==> config.mk <==
export PLATFORM = sky130hd
export DESIGN_NAME = uart_rx_frame_ctrl
export DESIGN_NICKNAME = d
export VERILOG_FILES = /design/src/rtl/uart_rx_frame_ctrl.sv
export SDC_FILE = /design/constraint.sdc
export NUM_CORES = 1
export LEC_CHECK = 0
export CORE_AREA = 10 10 194 196
export CTS_CLUSTER_DIAMETER = 150
export CTS_CLUSTER_SIZE = 24
export DETAILED_ROUTE_END_ITERATION = 12
export DIE_AREA = 0 0 204 206
export PLACE_DENSITY_LB_ADDON = 0.1
export SLEW_MARGIN = 20
export SYNTH_ARGS = -nofsm -noshare
export SYNTH_HDL_FRONTEND = slang
export SYNTH_SLANG_ARGS = --single-unit
==> constraint.sdc <==
create_clock -name clk_50mhz -period 6.6 [get_ports clk_50mhz]
set_clock_uncertainty 0.1 [all_clocks]
set_input_delay 1.32 -clock clk_50mhz [delete_from_list [all_inputs] [get_ports clk_50mhz]]
set_output_delay 1.32 -clock clk_50mhz [all_outputs]
set_load 0.01 [all_outputs]
==> src/rtl/uart_rx_frame_ctrl.sv <==
// UART receive frame controller: drains 16 bytes per word from the rx FIFO, checks the
// assembled word as a command frame (sync byte + 8-bit checksum) and presents it on a valid/ready port.
module uart_rx_frame_ctrl #(
  parameter logic [7:0] SYNC_BYTE = 8'hA5,
  parameter int         TO_CYCLES = 50000,
  parameter int         CNT_W     = 16
) (
  input  logic               clk_50mhz,
  input  logic               rst_n,
  input  logic               fifo_empty,
  output logic               fifo_rd_en,
  input  logic               word_done,
  input  logic [127:0]       word_data,
  output logic               cmd_valid,
  input  logic               cmd_ready,
  output logic [7:0]         cmd_code,
  output logic [103:0]       cmd_payload,
  output logic               err_sync,
  output logic               err_csum,
  output logic               err_timeout,
  output logic [CNT_W-1:0]   frame_cnt,
  output logic [CNT_W-1:0]   err_cnt
);

  localparam int              TMR_W   = 20;
  localparam logic [TMR_W-1:0] TO_LAST = TMR_W'(TO_CYCLES - 1);

  typedef enum logic [2:0] {IDLE, READ, WAIT_DONE, CHECK, OUT} state_e;

  state_e             state_q, state_d;
  logic [3:0]         cnt_q, cnt_d;
  logic [TMR_W-1:0]   timer_q, timer_d;
  logic [127:0]       word_q;
  logic               capture;
  logic               load_cmd;
  logic               cmd_valid_q, cmd_valid_d;
  logic [7:0]         cmd_code_q;
  logic [103:0]       cmd_payload_q;
  logic               err_sync_q, err_sync_d;
  logic               err_csum_q, err_csum_d;
  logic               err_timeout_q, err_timeout_d;
  logic [CNT_W-1:0]   frame_cnt_q, frame_cnt_d;
  logic [CNT_W-1:0]   err_cnt_q, err_cnt_d;
  logic               stalling;
  logic               timeout;
  logic               sync_ok;
  logic               csum_ok;

  function automatic logic csum_match(input logic [127:0] w);
    logic [7:0] sum;
    sum = 8'h00;
    for (int i = 1; i < 16; i++) sum = sum + w[i*8 +: 8];
    return sum == w[7:0];
  endfunction

  function automatic logic [CNT_W-1:0] sat_inc(input logic [CNT_W-1:0] v);
    return (&v) ? v : v + CNT_W'(1);
  endfunction

  // The timer only runs while waiting on the FIFO or the assembler; any read or exit clears it.
  assign stalling = ((state_q == READ) && fifo_empty) ||
                    ((state_q == WAIT_DONE) && !word_done);
  assign timeout  = stalling && (timer_q == TO_LAST);
  assign sync_ok  = (word_q[127:120] == SYNC_BYTE);
  assign csum_ok  = csum_match(word_q);

  always_ff @(posedge clk_50mhz or negedge rst_n) begin
    if (!rst_n) state_q <= IDLE;
    else        state_q <= state_d;
  end

  always_comb begin
    state_d = state_q;
    unique case (state_q)
      IDLE:      if (!fifo_empty) state_d = READ;
      READ: begin
        if (timeout)                          state_d = IDLE;
        else if (fifo_rd_en && cnt_q == 4'd15) state_d = WAIT_DONE;
      end
      WAIT_DONE: begin
        if (timeout)        state_d = IDLE;
        else if (word_done) state_d = CHECK;
      end
      CHECK:     state_d = (sync_ok && csum_ok) ? OUT : IDLE;
      OUT:       if (cmd_ready) state_d = IDLE;
      default:   state_d = IDLE;
    endcase
  end

  always_comb begin
    fifo_rd_en    = (state_q == READ) && !fifo_empty;
    cnt_d         = cnt_q;
    timer_d       = '0;
    capture       = 1'b0;
    load_cmd      = 1'b0;
    cmd_valid_d   = cmd_valid_q;
    err_sync_d    = 1'b0;
    err_csum_d    = 1'b0;
    err_timeout_d = timeout;
    frame_cnt_d   = frame_cnt_q;
    if (stalling && !timeout) timer_d = timer_q + 1'b1;
    unique case (state_q)
      IDLE:      cnt_d = 4'd0;
      READ: begin
        if (timeout)         cnt_d = 4'd0;
        else if (fifo_rd_en) cnt_d = cnt_q + 4'd1;
      end
      WAIT_DONE: capture = word_done;
      CHECK: begin
        // A bad sync byte masks the checksum result.
        err_sync_d = !sync_ok;
        err_csum_d = sync_ok && !csum_ok;
        if (sync_ok && csum_ok) begin
          load_cmd    = 1'b1;
          cmd_valid_d = 1'b1;
        end
      end
      OUT: begin
        if (cmd_ready) begin
          cmd_valid_d = 1'b0;
          frame_cnt_d = sat_inc(frame_cnt_q);
        end
      end
      default: ;
    endcase
    err_cnt_d = (err_sync_d || err_csum_d || err_timeout_d) ? sat_inc(err_cnt_q) : err_cnt_q;
  end

  always_ff @(posedge clk_50mhz or negedge rst_n) begin
    if (!rst_n) begin
      cnt_q         <= '0;
      timer_q       <= '0;
      cmd_valid_q   <= 1'b0;
      cmd_code_q    <= '0;
      cmd_payload_q <= '0;
      err_sync_q    <= 1'b0;
      err_csum_q    <= 1'b0;
      err_timeout_q <= 1'b0;
      frame_cnt_q   <= '0;
      err_cnt_q     <= '0;
    end else begin
      cnt_q         <= cnt_d;
      timer_q       <= timer_d;
      cmd_valid_q   <= cmd_valid_d;
      err_sync_q    <= err_sync_d;
      err_csum_q    <= err_csum_d;
      err_timeout_q <= err_timeout_d;
      frame_cnt_q   <= frame_cnt_d;
      err_cnt_q     <= err_cnt_d;
      if (load_cmd) begin
        cmd_code_q    <= word_q[119:112];
        cmd_payload_q <= word_q[111:8];
      end
    end
  end

  always_ff @(posedge clk_50mhz) begin
    if (capture) word_q <= word_data;
  end

  assign cmd_valid   = cmd_valid_q;
  assign cmd_code    = cmd_code_q;
  assign cmd_payload = cmd_payload_q;
  assign err_sync    = err_sync_q;
  assign err_csum    = err_csum_q;
  assign err_timeout = err_timeout_q;
  assign frame_cnt   = frame_cnt_q;
  assign err_cnt     = err_cnt_q;

endmodule

==> results of run 1 <==
[through the flow]
step	total power (µW)	cells
after CTS	3440	1624
final	3390	1631
after global placement	2330	1596
after detailed placement	2340	1596
after floorplan	2180	869
after global routing	3550	1631
[worst paths after layout]
check                                start         endpoint  slack [ns]  depth (start not counted)
worst min-delay path            timer_q[0]       timer_q[0]        0.36                          1
worst min register to register  timer_q[0]       timer_q[0]        0.36                          1
min in group asynchronous            rst_n  cmd_payload[14]        0.75                          1
worst max register to register  word_q[42]  cmd_payload[69]        0.29                         20
worst max-delay path            word_q[42]  cmd_payload[69]        0.29                         20
max in group asynchronous            rst_n  cmd_payload[99]        4.40                          2
[synth_stat cells (all sizes together) (8+ instances only)]
cell type	instances
edfxtp	128
xor2	40
nor3	8
inv	79
and3	20
ha	16
nor2	51
o21ai	8
nand2	29
xnor2	38
nand4	8
nand3	18
dfrtp	175
fa	81
mux2	115
buf	14
[flip-flops by register name (all words and copies together), names as in the netlist]
| signal | cells |
|---|---|
| cmd_code | 8 |
| cmd_payload | 104 |
| cmd_valid | 1 |
| cnt_q | 4 |
| err_cnt | 16 |
| err_csum | 1 |
| err_sync | 1 |
| err_timeout | 1 |
| frame_cnt | 16 |
| state_q | 3 |
| timer_q | 20 |
| word_q | 128 |
[cells by family after synthesis]
group | after synthesis | share of synthesized area [%]
flip-flops | 303 | 61.4
AND/OR/NAND/NOR | 150 | 5.43
multiplexers | 115 | 9.68
adder cells (fa/ha/maj) | 97 | 13.6
buffers and inverters | 96 | 2.98
XOR/XNOR | 81 | 5.61
AO/OA/AOI/OAI | 27 | 1.25
[what timing repair did]
action	CTS	global route
setup endpoints to repair	0	128
buffers inserted	0	2
resized for setup	0	10
hold buffers	0	0
[cell type report]
cell class / count / area (µm²) / share of cell area, %
flip-flops and latches: 303 / 8220 / 47.4
multi-input cells: 470 / 4790 / 27.6
repair buffers: 294 / 3000 / 17.3
well taps: 455 / 569 / 3.28
clock buffers: 27 / 463 / 2.67
inverters: 79 / 297 / 1.71
clock inverters: 1 / 11.3 / 0.0649
diodes: 2 / 5.00 / 0.0288
[per-layer routing]
layer,vias to the layer above,global-route usage (%)
met5,-,0
met4,2,3.23
met3,31,4.37
met2,187,24.5
met1,3805,20.7
li1,3533,-
[where the power goes]
| part | internal (µW) | total, µW | switching (µW) |
|---|---|---|---|
| sequential | 1990 | 2020 | 29.0 |
| combinational | 152 | 273 | 122 |
| clock | 490 | 1090 | 604 |
==> metrics.csv, run 1 <==
stage;metric;value;unit
run;Max-Cap Viols;0;
sta;achievable frequency;158;MHz
critical_path;CP Data Arrival Time;6.59;ns
yosys;Syn Inst Count;869;
placed_design;hpwl dp;24900;µm
yosys;EDFF count, synth;128;
outcome;outcome;finished clean;
sta;Slew Limit Headroom;49.5;%
finish;fin util;51.1;%
grt;GRT Total Usage;15.4;%
critical_path;Crit path largest cell delay;0.57;ns
floorplanning;row cnt;68;
route;vias;7558;
floorplanning;die height;206;µm
route;highest metal used;met5;
yosys;Post-Synthesis Cell Area;13400;µm²
yosys;Syn Area/Cell;15.4;µm²
power_and_ir_drop;Power Dens Cells;195;nW/µm²
sta;Tightest Pin Transition;0.758;ns
cts;clock sinks;303;
critical_path;startpoint types;register;
route;WL met3;2350;µm
min_path;Hold WC Path Type;reg -> reg;
cts;Max Root-Sink Buffers;3;
route;Vias/cell;4.63;
cts;cts bufs inserted;16;
finish;most frequent cells in the layout;280 x clkdlybuf4s50_1, 175 x dfrtp_1, 128 x edfxtp_1;
grt;initial antenna violation count;4;
floorplanning;Die ar.;42000;µm²
critical_path;Worst path slowest cell;fa_1;
cts;clk root buf;clkbuf_16;
critical_path;WP buf/inv;6;
yosys;async set-or-reset flop fraction in the synthesized netlist;57.8;%
critical_path;Worst Path Required;6.88;ns
critical_path;most used cell, CP;fa_1;
route;met1 wire length;14300;µm
finish;Final Net Count;1394;
finish;FILL cells;2931;
cts;TritonCTS clock tree;built;
sta;post-route setup slack;0.288;ns
sta;WHS;0.364;ns
yosys;Yosys top cell area share;32.7;%
cts;Worst-path clk slew;0.10;ns
critical_path;CP Max Fanout;12;
finish;most common cell after layout, fill and taps aside;clkdlybuf4s50_1;
grt;largest net degree at the start of global routing;82;
floorplanning;I/O Pins;282;
finish;design area;17400;µm²
critical_path;critical path type;reg -> reg;
placed_design;dpl ws;0.115;ns
sta;Total Neg Setup Slack;0;ns
yosys;ranking of synthesized cells by area;dfrtp_1 33%, edfxtp_1 29%, fa_1 12%, mux2_2 9.6%, xor2_1 2.6%;
placed_design;IO buf count;281;
sta;final setup fails;0;
critical_path;CP cell instances;fa_1 -> inv_1 -> fa_1 -> fa_1 -> fa_1 -> inv_1 -> fa_1 -> fa_1 -> ha_2 -> inv_1 -> fa_1 -> inv_1 -> a21o_1 -> a21oi_1 -> xnor2_1 -> nand4_1 -> nor3_4 -> buf_6 -> clkbuf_16 -> mux2_2;
critical_path;delay-heaviest family, CP;adder cells;
route;post-detailed-route wirelength per cell;20.1;µm
yosys;largest area contributor in the netlist;dfrtp_1;
yosys;number of synthesis warnings;0;
cts;htree depth;1;
yosys;Syn Nets;1099;
power_and_ir_drop;VDD IR max;0.000150;V
floorplanning;initial core utilization;39.4;%
route;DRC violations left;0;
sta;max-slew violations;0;
placed_design;routability cong.;0.774;
route;DRT Wirelength;32900;µm
cts;clock latency on the worst-skew pair;0.51;ns
power_and_ir_drop;Lkg Pwr;0.00739;µW
route;Final ANT Viol Nets;0;
route;met2 wire length;15700;µm
yosys;sequential share of the synthesized area;61.4;%
floorplanning;die width;204;µm
route;drt first pass iters;4;
grt;first-pass GRT wire length;50100;µm
finish;share of cells above drive strength 1;13.1;%
grt;number of global-route vias before repair;8356;
route;DR iter-0 viols;376;
sta;fin crit share;95.6;%
grt;total gr overflow;0;
yosys;Synth Register Bits;303;
yosys;Synth cell types;40;
sta;Hold Vio Cnt, Final;0;
yosys;Post-synth top flop;dfrtp_1;
floorplanning;Core ar.;33900;µm²
finish;Layout area overhead;29.7;%
critical_path;Worst Setup End Kind;register;
placed_design;DP Area;16800;µm²
sta;crit path time final;6.31;ns
Note: power is estimated with default switching activity, not from simulation.
==> inputs of run 2 (changes only) <==
CELL_PAD_IN_SITES_DETAIL_PLACEMENT = 1   (was not set)
CELL_PAD_IN_SITES_GLOBAL_PLACEMENT = 1   (was not set)
PLACE_DENSITY = 0.83   (was not set)
PLACE_DENSITY_LB_ADDON = not set   (was 0.1)
==> run 2 against run 1 <==
  * Fmax is 0.46% lower
  * Sequential power hardly changed
  * Register-to-register slack worse by 0.03 ns
  * Largest power group unchanged
  * Sequential share of layout area is 0.068 points lower
  * Global-route usage is 2.3 points higher
  * Critical path type unchanged
  * Critical endpoint is now cmd_payload[62]
  * Die area stayed put
==> metrics.csv, run 2 (synthesis gave the netlist of run 1 again) <==
stage;metric;value;unit
cts;htree depth;1;
grt;largest net degree at the start of global routing;74;
critical_path;FF-to-FF path depth;19;
critical_path;CP Max Fanout;24;
critical_path;R2R Setup Slk;0.26;ns
placed_design;hpwl dp;29000;µm
grt;GR Layer Usage met2;33.2;%
critical_path;most used cell, CP;fa_1;
placed_design;IO buf count;281;
critical_path;Crit path largest cell delay;0.58;ns
floorplanning;die height;206;µm
cts;clock latency on the worst-skew pair;0.51;ns
floorplanning;die width;204;µm
cts;TritonCTS clock tree;built;
route;drt first pass iters;4;
min_path;hold path cells;1;
route;DR iter-0 viols;347;
power_and_ir_drop;Power Dens Cells;196;nW/µm²
cts;cts bufs inserted;16;
critical_path;startpoint types;register;
min_path;WHS Endpoint;timer_q[0];
grt;GRT Total Usage;17.7;%
sta;achievable frequency;158;MHz
critical_path;critical path type;reg -> reg;
sta;fin crit share;96.1;%
floorplanning;Die ar.;42000;µm²
finish;most common cell after layout, fill and taps aside;clkdlybuf4s50_1;
route;vias;7917;
sta;Tightest Pin Transition;1.00;ns
finish;Largest register FFs;128;
critical_path;Reg2Reg Launch Point;word_q[34];
floorplanning;I/O Pins;282;
grt;initial antenna violation count;7;
floorplanning;initial core utilization;39.4;%
run;Max-Cap Viols;0;
power_and_ir_drop;Lkg Pwr;0.00740;µW
route;post-detailed-route wirelength per cell;23.0;µm
grt;first-pass GRT wire length;56900;µm
floorplanning;Core ar.;33900;µm²
placed_design;routability cong.;0.798;
route;Vias/cell;4.84;
route;DRT Wirelength;37500;µm
sta;WHS;0.392;ns
cts;Worst-path clk slew;0.10;ns
cts;clk root buf;clkbuf_16;
min_path;Hold WC Path Type;reg -> reg;
grt;GRT Max-Usage Layer;met2;
cts;clock sinks;303;
critical_path;Worst Path Required;6.88;ns
critical_path;CP Data Arrival Time;6.63;ns
floorplanning;row cnt;68;
route;Final ANT Viol Nets;0;
finish;most flop-heavy register;word_q;
min_path;Worst Min Path Start;timer_q[0];
cts;Max Root-Sink Buffers;3;
grt;total gr overflow;0;
sta;Slew Limit Headroom;33.3;%
sta;Hold Vio Cnt, Final;0;
finish;fin util;51.2;%
grt;number of global-route vias before repair;9217;
critical_path;CP cell instances;fa_1 -> inv_1 -> fa_1 -> fa_1 -> fa_1 -> inv_1 -> fa_1 -> fa_1 -> ha_1 -> inv_1 -> fa_1 -> xnor2_1 -> nor4_2 -> nand4_1 -> buf_4 -> nor3_4 -> buf_8 -> buf_16 -> mux2_2;
finish;Final Net Count;1395;
sta;max-slew violations;0;
grt;met3 usage;4.03;%
critical_path;Worst Setup End Kind;register;
sta;final setup fails;0;
critical_path;Worst path slowest cell;fa_1;
power_and_ir_drop;VDD IR max;0.000200;V
finish;Layout area overhead;29.9;%
outcome;outcome;finished clean;
critical_path;Worst Setup SP;word_q[34];
route;DRC violations left;0;
finish;most frequent cells in the layout;280 x clkdlybuf4s50_1, 175 x dfrtp_1, 128 x edfxtp_1;
critical_path;Critical R2R Capture;cmd_payload[62];
finish;share of cells above drive strength 1;13.1;%
grt;GRT met1 Usage;19.7;%
sta;crit path time final;6.34;ns
finish;FILL cells;3361;
-- run 2: cell count changes in the layout (fill, tap and decap cells not counted), sizes merged --
cell / change
diode: +3
buf: +2
clkbuf: -1
-- run 2: per-stage QoR --
stage                     total power [µW]  cell area, µm²  std cells  worst slack, ns  TNS [ns]
final                                 3410           17400       1635            0.259         0
after global routing                  3550           17400       1634         -0.00511  -0.00511
after CTS                             3450           17300       1626            0.208         0
after detailed placement              2340           16800       1598            0.248         0
after global placement                2330           16800       1598            0.389         0
after floorplan                       2180           13400        869            0.616         0
-- run 2: worst max-delay path, delay by kind of cell, from the launching register on --
kind / cells / cell delay (ns)
adder cells (fa/ha/maj): 8 / 3.79
multiplexers: 1 / 0.36
XOR/XNOR: 1 / 0.15
buffers and inverters: 6 / 0.75
AND/OR/NAND/NOR: 3 / 0.59
flip-flops: 1 / 0.43
-- run 2: final cells by class --
type | instances | area (µm²) | share of cell area, %
flip-flops and latches | 303 | 8220 | 47.3
clock inverters | 1 | 11.3 | 0.0648
multi-input cells | 470 | 4790 | 27.6
inverters | 79 | 297 | 1.71
well taps | 455 | 569 | 3.28
repair buffers | 295 | 3010 | 17.3
diodes | 5 | 12.5 | 0.0720
clock buffers | 27 | 463 | 2.66
-- run 2: metal layers --
layer,vias to the layer above,part of all wire (%)
li1,3538,-
met2,166,55
met4,6,2.1
met3,47,5.2
met1,4160,38
met5,-,0.13
-- run 2: timing repair --
action | CTS | global route
setup buffers | 0 | 2
gates resized for setup | 0 | 8
setup endpoints to repair | 0 | 10
hold buffers | 0 | 0
-- run 2: where the power goes --
group	internal, µW	leakage (µW)	switching (µW)
Sequential	1990	0.00358	29.0
Clock	491	0.000227	617
Combinational	153	0.00360	132
-- run 2: worst max-delay path by stage --
stage	depth (start not counted)	slack [ns]	endpoint
3_5_place_dp	18	0.25	cmd_payload[91]
2_1_floorplan	18	0.62	err_cnt[1]
4_1_cts	18	0.21	cmd_payload[91]
3_3_place_gp	17	0.39	err_cnt[13]
5_1_grt	19	-0.005	cmd_payload[62]
6_report	19	0.26	cmd_payload[62]
==> inputs of run 3 (changes only) <==
CTS_CLUSTER_DIAMETER = 80   (was 150)
==> run 3 against run 2 <==
  * Via count shrank 0.10%
  * Flip-flop and latch count unchanged
  * First-iteration DRC count is 8.4% lower
  * Cell count increased by 0.24%
  * Sequential power hardly changed
==> metrics.csv, run 3 (synthesis gave the netlist of run 1 again) <==
stage;metric;value;unit
outcome;outcome;finished clean;
finish;Layout area overhead;31.2;%
grt;number of global-route vias before repair;9160;
critical_path;Worst Setup End Kind;register;
cts;clk root buf;clkbuf_16;
power_and_ir_drop;VDD IR max;0.000151;V
critical_path;CP Data Arrival Time;6.69;ns
cts;htree depth;1;
floorplanning;Die ar.;42000;µm²
route;DRT Wirelength;37600;µm
grt;GRT Total Usage;17.7;%
finish;FILL cells;3350;
route;post-detailed-route wirelength per cell;22.9;µm
finish;share of cells above drive strength 1;14.1;%
placed_design;hpwl dp;29000;µm
route;Vias/cell;4.83;
sta;Slew Limit Headroom;33.1;%
floorplanning;row cnt;68;
sta;post-route setup slack;0.225;ns
sta;fin crit share;96.6;%
floorplanning;die height;206;µm
cts;clock sinks;303;
finish;Largest register FFs;128;
sta;Hold Vio Cnt, Final;0;
cts;cts bufs inserted;20;
floorplanning;initial core utilization;39.4;%
cts;clock latency on the worst-skew pair;0.53;ns
route;vias;7909;
power_and_ir_drop;Design Power;3680;µW
cts;Worst-path clk slew;0.09;ns
cts;TritonCTS clock tree;built;
grt;largest net degree at the start of global routing;74;
placed_design;placed insts;1598;
critical_path;startpoint types;register;
grt;total gr overflow;0;
power_and_ir_drop;Lkg Pwr;0.00749;µW
floorplanning;I/O Pins;282;
critical_path;critical path type;reg -> reg;
sta;achievable frequency;157;MHz
critical_path;Worst Path Required;6.91;ns
grt;first-pass GRT wire length;56800;µm
route;DRC violations left;0;
cts;Max Root-Sink Buffers;3;
grt;initial antenna violation count;6;
finish;most frequent cells in the layout;280 x clkdlybuf4s50_1, 175 x dfrtp_1, 128 x edfxtp_1;
route;DR iter-0 viols;318;
power_and_ir_drop;Power Dens Cells;210;nW/µm²
route;drt first pass iters;6;
route;Final ANT Viol Nets;0;
critical_path;CP Max Fanout;31;
sta;crit path time final;6.38;ns
placed_design;IO buf count;281;
floorplanning;die width;204;µm
finish;Finished Layout Cells;1639;
sta;final setup fails;0;
placed_design;routability cong.;0.798;
sta;Tightest Pin Transition;1.00;ns
sta;max-slew violations;0;
placed_design;dpl ws;0.248;ns
cts;CTS Hold Bufs;0;
min_path;Hold WC Path Type;reg -> reg;
finish;Final Net Count;1397;
floorplanning;Core ar.;33900;µm²
finish;most flop-heavy register;word_q;
run;Max-Cap Viols;0;
finish;most common cell after layout, fill and taps aside;clkdlybuf4s50_1;
[run 3: final timing paths]
path | slack, ns | cells after the start | startpoint | end
hold reg to reg | 0.38 | 1 | timer_q[0] | timer_q[0]
setup / recovery | 0.22 | 19 | word_q[82] | cmd_payload[51]
setup reg to reg | 0.22 | 19 | word_q[82] | cmd_payload[51]
min in group asynchronous | 0.69 | 1 | rst_n | cmd_payload[69]
hold / removal | 0.38 | 1 | timer_q[0] | timer_q[0]
max in group asynchronous | 4.30 | 2 | rst_n | cmd_payload[56]
[run 3: layout make-up]
class                   instances  area (µm²)  share of cell area (%)
diodes                          3        7.51                  0.0428
repair buffers                293        2970                    16.9
clock inverters                11         153                   0.870
well taps                     455         569                    3.24
flip-flops and latches        303        8220                    46.8
multi-input cells             470        4790                    27.3
inverters                      79         297                    1.69
clock buffers                  25         541                    3.08
[run 3: stage by stage]
| stage | util [%] | cell area, µm² | TNS, ns | hold slack, ns |
|---|---|---|---|---|
| finish | 51.7 | 17600 | 0 | 0.379 |
| global route | 51.7 | 17600 | -0.0742 | 0.405 |
| CTS | 51.5 | 17500 | 0 | 0.391 |
| detailed placement | 49.5 | 16800 | 0 | 0.372 |
| global placement | 49.5 | 16800 | 0 | 0.354 |
| floorplan | - | 13400 | 0 | 0.333 |
[run 3: power breakdown]
group	total [µW]	internal, µW	switching (µW)
sequential	2020	1990	29.4
clock	1370	662	713
combinational	286	154	132
[run 3: routing by layer]
| metal | vias up | wire, µm | part of all wire [%] | GRT usage (%) |
|---|---|---|---|---|
| met5 | - | 61 | 0.16 | 0 |
| met4 | 8 | 748 | 2.0 | 4.23 |
| met3 | 43 | 1930 | 5.1 | 4.28 |
| li1 | 3537 | - | - | - |
| met2 | 154 | 20700 | 55 | 33.3 |
| met1 | 4167 | 14100 | 38 | 19.8 |
[run 3: critical path, stage by stage (launching register included)]
cell      delay (ns)
edfxtp_1        0.44
fa_1            0.55
inv_1           0.05
fa_1            0.63
fa_1            0.46
fa_1            0.49
inv_1           0.05
fa_1            0.50
fa_1            0.55
ha_1            0.19
inv_1           0.06
fa_1            0.46
xnor2_1         0.15
nor4_2          0.23
nand4_1         0.20
buf_4           0.19
nor3_4          0.14
buf_6           0.21
buf_16          0.22
mux2_2          0.37
[run 3: what timing repair did]
action                                  CTS  global route
endpoints found under the setup margin    0            10
gates resized for setup                   0             6
setup buffers                             0             1
